`src/rtl/psg_bus_arb_rr.sv`:
```
// rtl/psg_bus_arb_rr.sv - NCH-way bus arbiter, fixed-priority or round-robin, re-arbitrating on ce-qualified ack
module psg_bus_arb_rr #(
  parameter int NCH = 8,
  localparam int IDXW = $clog2(NCH)
) (
  input  logic            clk,
  input  logic            rst,
  input  logic            ce,
  input  logic            ack,
  input  logic [NCH-1:0]  req,
  input  logic            rr_mode,
  output logic [NCH-1:0]  sel,
  output logic [IDXW-1:0] seln,
  output logic            selv,
  output logic            grant_chg
);

  logic [IDXW-1:0] win;
  logic            found;
  int              start;
  int              idx;

  // Fixed priority is the round-robin search started at index 0; wrap is modulo NCH.
  always_comb begin
    win   = '0;
    found = 1'b0;
    start = 0;
    idx   = 0;
    if (rr_mode && selv)
      start = (int'(seln) == NCH - 1) ? 0 : int'(seln) + 1;
    for (int k = 0; k < NCH; k++) begin
      idx = start + k;
      if (idx >= NCH)
        idx = idx - NCH;
      if (!found && req[idx]) begin
        found = 1'b1;
        win   = IDXW'(idx);
      end
    end
  end

  always_ff @(posedge clk or posedge rst) begin
    if (rst) begin
      sel       <= '0;
      seln      <= '0;
      selv      <= 1'b0;
      grant_chg <= 1'b0;
    end else begin
      grant_chg <= 1'b0;
      // With no requester the owner stays parked rather than released.
      if (ce && ack && found) begin
        sel       <= {{(NCH-1){1'b0}}, 1'b1} << win;
        seln      <= win;
        selv      <= 1'b1;
        grant_chg <= !selv || (win != seln);
      end
    end
  end

endmodule

```
`config.mk`:
```
export PLATFORM = sky130hd
export DESIGN_NAME = psg_bus_arb_rr
export DESIGN_NICKNAME = d
export VERILOG_FILES = /design/src/rtl/psg_bus_arb_rr.sv
export SDC_FILE = /design/constraint.sdc
export NUM_CORES = 1
export LEC_CHECK = 0
export ABC_AREA = 1
export CORE_AREA = 2 2 68 70
export CTS_CLUSTER_DIAMETER = 50
export DETAILED_ROUTE_END_ITERATION = 16
export DIE_AREA = 0 0 70 72
export PLACE_DENSITY = 0.6
export SLEW_MARGIN = 0
export SYNTH_ARGS = -nofsm -noshare
export SYNTH_HDL_FRONTEND = slang
export SYNTH_SLANG_ARGS = --single-unit
```
`constraint.sdc`:
```
create_clock -name clk -period 3.2 [get_ports clk]
set_input_delay 0.8 -clock clk [delete_from_list [all_inputs] [get_ports clk]]
set_output_delay 0.8 -clock clk [all_outputs]
set_load 0.005 [all_outputs]
```
==> results.txt, run 1 <==
Dpl hpwl = 3710 um
Sequential element share of the synthesized area = 0.195
Layout Skew = 4.33 ps
Mapped cell area = 1670 um2
Outcome = complete, no violations
YS warnings = 0
Row Count = 24
Number of synthesized flops with an enable pin = 0
Clk_lat worst skew = 240 ps
Antenna violations before repair = 0
Most common library cells after synthesis = nand2_1 (83), nand3_1 (53), inv_1 (22), dfrtp_1 (13), nand3_2 (12)
Via count = 1,843
Gr ovfl total = 0
Lkg Pwr = 1.12 nW
Initial Util = 0.392
TritonCTS clock tree = built
Global-route wire length before repair = 7690 um
Drt first pass iters = 4
Crit path DAT = 2950 ps
Worst VDD drop = 406 uV
Post-route ant nets = 0
Slew Limit Fails = 0
Crit Path Class = reg -> reg
Most common cell in the netlist = nand2_1
Width of the die = 70 um
Synth top area cells = dfrtp_1 (19%), nand2_1 (19%), nand3_1 (16%), nand3_2 (7.2%), inv_1 (4.9%)
Area grow syn2layout = 34.5%
Syn Area/Cell = 6.40 um2
Core footprint = 4260 um2
Final WL = 4510 um
Final hold vios = 0
Vias per cell = 5.08
Area occupied by multi-input gates = 1220 um2
Nets = 329
Critical Path RT = 3330 ps
Slew margin rel. = 0.675
Worst setup EP type = flip-flop
Worst hold path type = reg -> reg
RD Place Congestion = 0.899
Crit start category = flip-flop
Cell Pwr Density = 1130 nW/um2
Worst-margin pin slew = 488 ps
Cell variety after synth = 29
Crit-path max FO = 12
Clk buf depth = 2
Syn nets = 278
Die Y = 72 um
# IOs = 26
Largest net degree at the start of global routing = 15
Starting DRC count in detailed routing = 94
Ant diodes = 0
Clock Pin Slew Worst Setup and Hold Paths = 60 ps
IO buf count = 25
WL per Instance = 12.4 um
Flops & latches, synth = 13
Inst Count DP = 355
# H-tree levels = 1
Peak Freq = 354 MHz
Final Cycle Share = 0.884
GRT Overall Usage = 0.184
Register Area = 325 um2
DIE AREA = 5040 um2
Worst reg-to-reg setup slack = 370 ps
Gate Count Post-Synth = 261
Final setup vio count = 0
Unrepaired setup endpoints after global routing = false
Clk root buf = clkbuf_8
Yosys top cell area share = 0.195
Power after layout = 2.54 mW
CTS sink count = 13
Async SR Flop Fraction = 1.00
Final min period = 2830 ps
Post-route DRC = 0
Final core utilization = 0.527
Share of layout cells above drive strength 1 = 0.293
Yosys top cell by area = dfrtp_1
Max Cap Violations = 0
Non-filler cells, final = 363
WHS = 488 ps
Num CTS Buffers = 3
Vias in the first global route = 1,671
Post-synth top flop = dfrtp_1
Fillers = 444
## metal layers
metal / vias to the layer above / part of all wire / track usage / routed length, um
met5: - / 0 / 0 / 0
met4: 0 / 0.0049 / 0.0150 / 22
met3: 2 / 0.057 / 0.0250 / 257
met2: 60 / 0.46 / 0.296 / 2070
met1: 828 / 0.48 / 0.275 / 2160
li1: 953 / - / - / -
## what timing repair did
action / 4_1_cts / 5_1_grt
endpoints found under the setup margin: 1 / 12
pin swaps: 0 / 10
buffers inserted: 0 / 4
resized for setup: 1 / 17
hold buffers: 0 / 0
gates cloned: 0 / 0
## cell families (layout without fill, tap and decap cells)
group,after synthesis,count (layout),share of synthesized area
fa+ha+maj,4,4,0.0299
buf+inv,39,89,0.110
simple gates,187,187,0.596
xor+xnor,1,1,0.00524
compound gates,17,17,0.0644
flops,13,13,0.195
## stage by stage
step	TNS, ps	worst slack [ps]	cell area (um2)
detailed placement	-2020	-283	2100
floorplan	0	258	1670
CTS	0	4.81	2150
global route	0	120	2250
global placement	-2170	-270	2100
finish	0	372	2250
## area by class of cell
| type | count | share of cell area |
|---|---|---|
| multi-input combinational | 209 | 0.543 |
| timing repair buffer | 52 | 0.206 |
| tap | 52 | 0.0289 |
| sequential | 13 | 0.145 |
| clock buffer | 4 | 0.0200 |
| inverter | 33 | 0.0579 |
## report_power, final
group | switching [mW] | total [mW] | leakage [nW] | internal [mW]
Combinational | 1.26 | 2.14 | 0.931 | 0.886
Clock | 0.0585 | 0.146 | 0.0228 | 0.0879
Sequential | 0.0313 | 0.251 | 0.169 | 0.220
## registers in the layout (all words and copies together), names as in the netlist
name and flops:
selv 1, seln 3, sel 8, grant_chg 1
## worst paths after layout
path	from	cells after the start	endpoint
max reg2reg	seln[1]	21	grant_chg
max in group asynchronous	rst	2	sel[6]
min reg2reg	sel[4]	2	sel[4]
min in group asynchronous	rst	2	grant_chg
max	seln[1]	21	grant_chg
min	sel[4]	2	sel[4]
## layout by cell type, fill, tap and decap left out, types with 10 or more instances in the layout
cell	n
nand3_2	11
clkdlybuf4s50_1	24
nand3_1	53
dfrtp_1	13
inv_1	21
nand2_1	77
inv_2	10
buf_4	26
o21ai_1	10
nand2_2	15
## critical path, stage by stage (launching register included)
cell	delay, ps
dfrtp_1	420
ha_1	200
ha_1	210
nor2_4	120
nand2_4	80
buf_4	190
nand2_1	110
nand2_1	80
nand2_1	90
nand3_2	110
nand2_4	110
nor2_1	60
nand2_1	60
nand2_1	50
nor2_1	110
nand3_1	140
nor2_4	170
nand3_4	110
nand2_1	80
nand2_1	50
nor2_1	110
a21oi_2	70
Power figures use the tool's default switching activity.
==> inputs of run 2 (changes only) <==
--- a/config.mk
+++ b/config.mk
@@ -6,10 +6,10 @@
 export NUM_CORES = 1
 export LEC_CHECK = 0
 export ABC_AREA = 1
-export CORE_AREA = 2 2 68 70
+export CORE_AREA = 2 2 49 97
 export CTS_CLUSTER_DIAMETER = 50
 export DETAILED_ROUTE_END_ITERATION = 16
-export DIE_AREA = 0 0 70 72
+export DIE_AREA = 0 0 51 99
 export PLACE_DENSITY = 0.6
 export SLEW_MARGIN = 0
 export SYNTH_ARGS = -nofsm -noshare
==> run 2 against run 1 <==
Core utilization rose by 1.2 points. Die area rose by 0.18%. Count of clock-buffer cells in the layout fell by 1. Setup slack got worse by 140 ps. Via count rose by 4.4%. Global-route usage rose by 4.4 points. Routed wire length rose by 16%. Critical path depth fell by 2. First-iteration DRC count fell by 48%. Largest cell class unchanged.
==> results.txt, run 2 (synthesized netlist as in run 1, its figures left out) <==
Dpl hpwl = 4370 um (+18%)
Most frequent cells in the layout = nand2_1 (73), nand3_1 (48), buf_4 (26), clkdlybuf4s50_1 (24), inv_1 (21)
Most common cell after layout, fill and taps aside = nand2_1
RD Place Congestion = 0.971 (+8.0%)
Final min period = 2960 ps (+136 ps)
Slew margin rel. = 0.683 (+0.00805)
Antenna violations before repair = 0 (unchanged)
Setup slack after layout = 236 ps (-136 ps)
# IOs = 26 (unchanged)
Area grow syn2layout = 38.7%
Crit-path max cell delay = 420 ps (about the same)
Worst hold path type = reg -> reg
# H-tree levels = 1 (unchanged)
Ant diodes = 0 (unchanged)
Crit-path max FO = 5 (-7)
Clk buf depth = 2 (unchanged)
CP max stage cell = dfrtp_1
Max Cap Violations = 0 (unchanged)
Vias in the first global route = 2,040 (+22%)
WP buf/inv = 4 (+3)
Fillers = 452 (+1.8%)
Row Count = 34 (+42%)
Starting DRC count in detailed routing = 49 (-48%)
Crit start category = flip-flop
CP Cell Sequence = ha_1, inv_2, nor2_4, inv_2, ha_4, xnor2_1, buf_4, buf_4, nand3_2, nand2_4, nand4_1, nor2_1, nand4_1, nand3_2, nand2_4, nand2_1, nand3_1, nor2_2, a21oi_2
Worst-margin pin slew = 476 ps (-12.1 ps)
Post-Place Worst Slack = -345 ps (-62.0 ps)
Worst VDD drop = 498 uV (+23%)
Final WL = 5230 um (+16%)
Die Y = 99 um (+38%)
Lkg Pwr = 1.14 nW (+1.7%)
Width of the die = 51 um (-27%)
Cell Pwr Density = 1150 nW/um2 (+1.7%)
IO buf count = 25 (unchanged)
Clock Pin Slew Worst Setup and Hold Paths = 50 ps (about the same)
Largest regs = sel x8, seln x3
Top reg by flops = sel
Worst setup EP type = flip-flop
GRT Overall Usage = 0.228 (+0.0436)
Global-route wire length before repair = 8720 um (+13%)
Core footprint = 4300 um2 (+0.76%)
Crit Path Class = reg -> reg
Vias per cell = 5.25 (+3.3%)
CP delay by family, top = simple AND/OR/NAND/NOR gates
Slew Limit Fails = 0 (unchanged)
Final core utilization = 0.540 (+0.0123)
Number of flip-flops in the largest register = 8 (unchanged)
Layout Skew = 1.39 ps (-2.94 ps)
Post-route ant nets = 0 (unchanged)
Nets = 331 (+0.61%)
Critical Path RT = 3330 ps (about the same)
Num CTS Buffers = 3 (unchanged)
Gr ovfl total = 0 (unchanged)
Post-route DRC = 0 (unchanged)
Share of layout cells above drive strength 1 = 0.335 (+0.0429)
Outcome = complete, no violations
Peak Freq = 337 MHz (-4.6%)
Final Cycle Share = 0.926 (+0.0426)
Largest net degree at the start of global routing = 15 (unchanged)
Crit path DAT = 3100 ps (+150 ps)
Via count = 1,925 (+4.4%)
Clk_lat worst skew = 250 ps (about the same)
DIE AREA = 5050 um2 (+0.18%)
CTS sink count = 13 (unchanged)
Clk root buf = clkbuf_8
Final hold vios = 0 (unchanged)
Final setup vio count = 0 (unchanged)
TritonCTS clock tree = built
Drt first pass iters = 4 (unchanged)
WL per Instance = 14.3 um (+15%)
Unrepaired setup endpoints after global routing = false
Initial Util = 0.389 (-0.00297)
run 2: cell types whose count changed in the layout (fill, tap and decap cells not counted), sizes merged:
| cell | change |
|---|---|
| clkinv | +1 |
| clkbuf | -1 |
| buf | +2 |
run 2: repair_timing:
action | 4_1_cts | 5_1_grt
setup buffers | 2 | 3
endpoints found under the hold margin | 0 | 0
gates resized for setup | 11 | 18
pin swaps | 5 | 12
hold buffers | 0 | 0
setup endpoints to repair | 10 | 13
run 2: cell type report:
type | count | area, um2 | share of cell area
Clock buffer | 3 | 41.3 | 0.0178
Clock inverter | 1 | 5.00 | 0.00216
Inverter | 33 | 130 | 0.0561
Multi-Input combinational cell | 209 | 1260 | 0.543
Sequential cell | 13 | 325 | 0.140
Tap cell | 54 | 67.6 | 0.0291
Timing Repair Buffer | 54 | 490 | 0.212
run 2: layer usage:
metal	GRT usage	share of wire
met5	0	0
met4	0.216	0.092
met3	0.0136	0.024
met2	0.451	0.58
met1	0.176	0.30
run 2: stage by stage:
stage | cell area, um2 | hold slack (ps) | cells | TNS (ps) | power [mW]
6_report | 2320 | 490 | 367 | 0 | 2.67
5_1_grt | 2320 | 518 | 367 | 0 | 2.89
4_1_cts | 2230 | 492 | 364 | 0 | 2.50
3_5_place_dp | 2120 | 478 | 358 | -3470 | 2.27
3_3_place_gp | 2120 | 471 | 358 | -3500 | 2.27
2_1_floorplan | 1670 | 480 | 261 | 0 | 1.58
run 2: worst register-to-register path, cell delays in order (launching register included):
cell	delay, ps
dfrtp_1	420
ha_1	400
inv_2	80
nor2_4	130
inv_2	60
ha_4	150
xnor2_1	140
buf_4	170
buf_4	130
nand3_2	90
nand2_4	100
nand4_1	90
nor2_1	120
nand4_1	180
nand3_2	170
nand2_4	80
nand2_1	60
nand3_1	80
nor2_2	150
a21oi_2	60
run 2: report_power, final:
group	switching [mW]	total [mW]	internal, mW
clock network	0.0595	0.146	0.0861
registers	0.0346	0.254	0.220
logic	1.36	2.27	0.906
run 2: worst paths after layout:
path	endpoint	cells after the start	startpoint	slack (ps)
max in group asynchronous	sel[6]	2	rst	2000
min in group asynchronous	seln[0]	2	rst	870
worst min-delay path	sel[0]	2	sel[0]	490
worst min register to register	sel[0]	2	sel[0]	490
worst max register to register	grant_chg	19	seln[1]	240
worst max-delay path	grant_chg	19	seln[1]	240
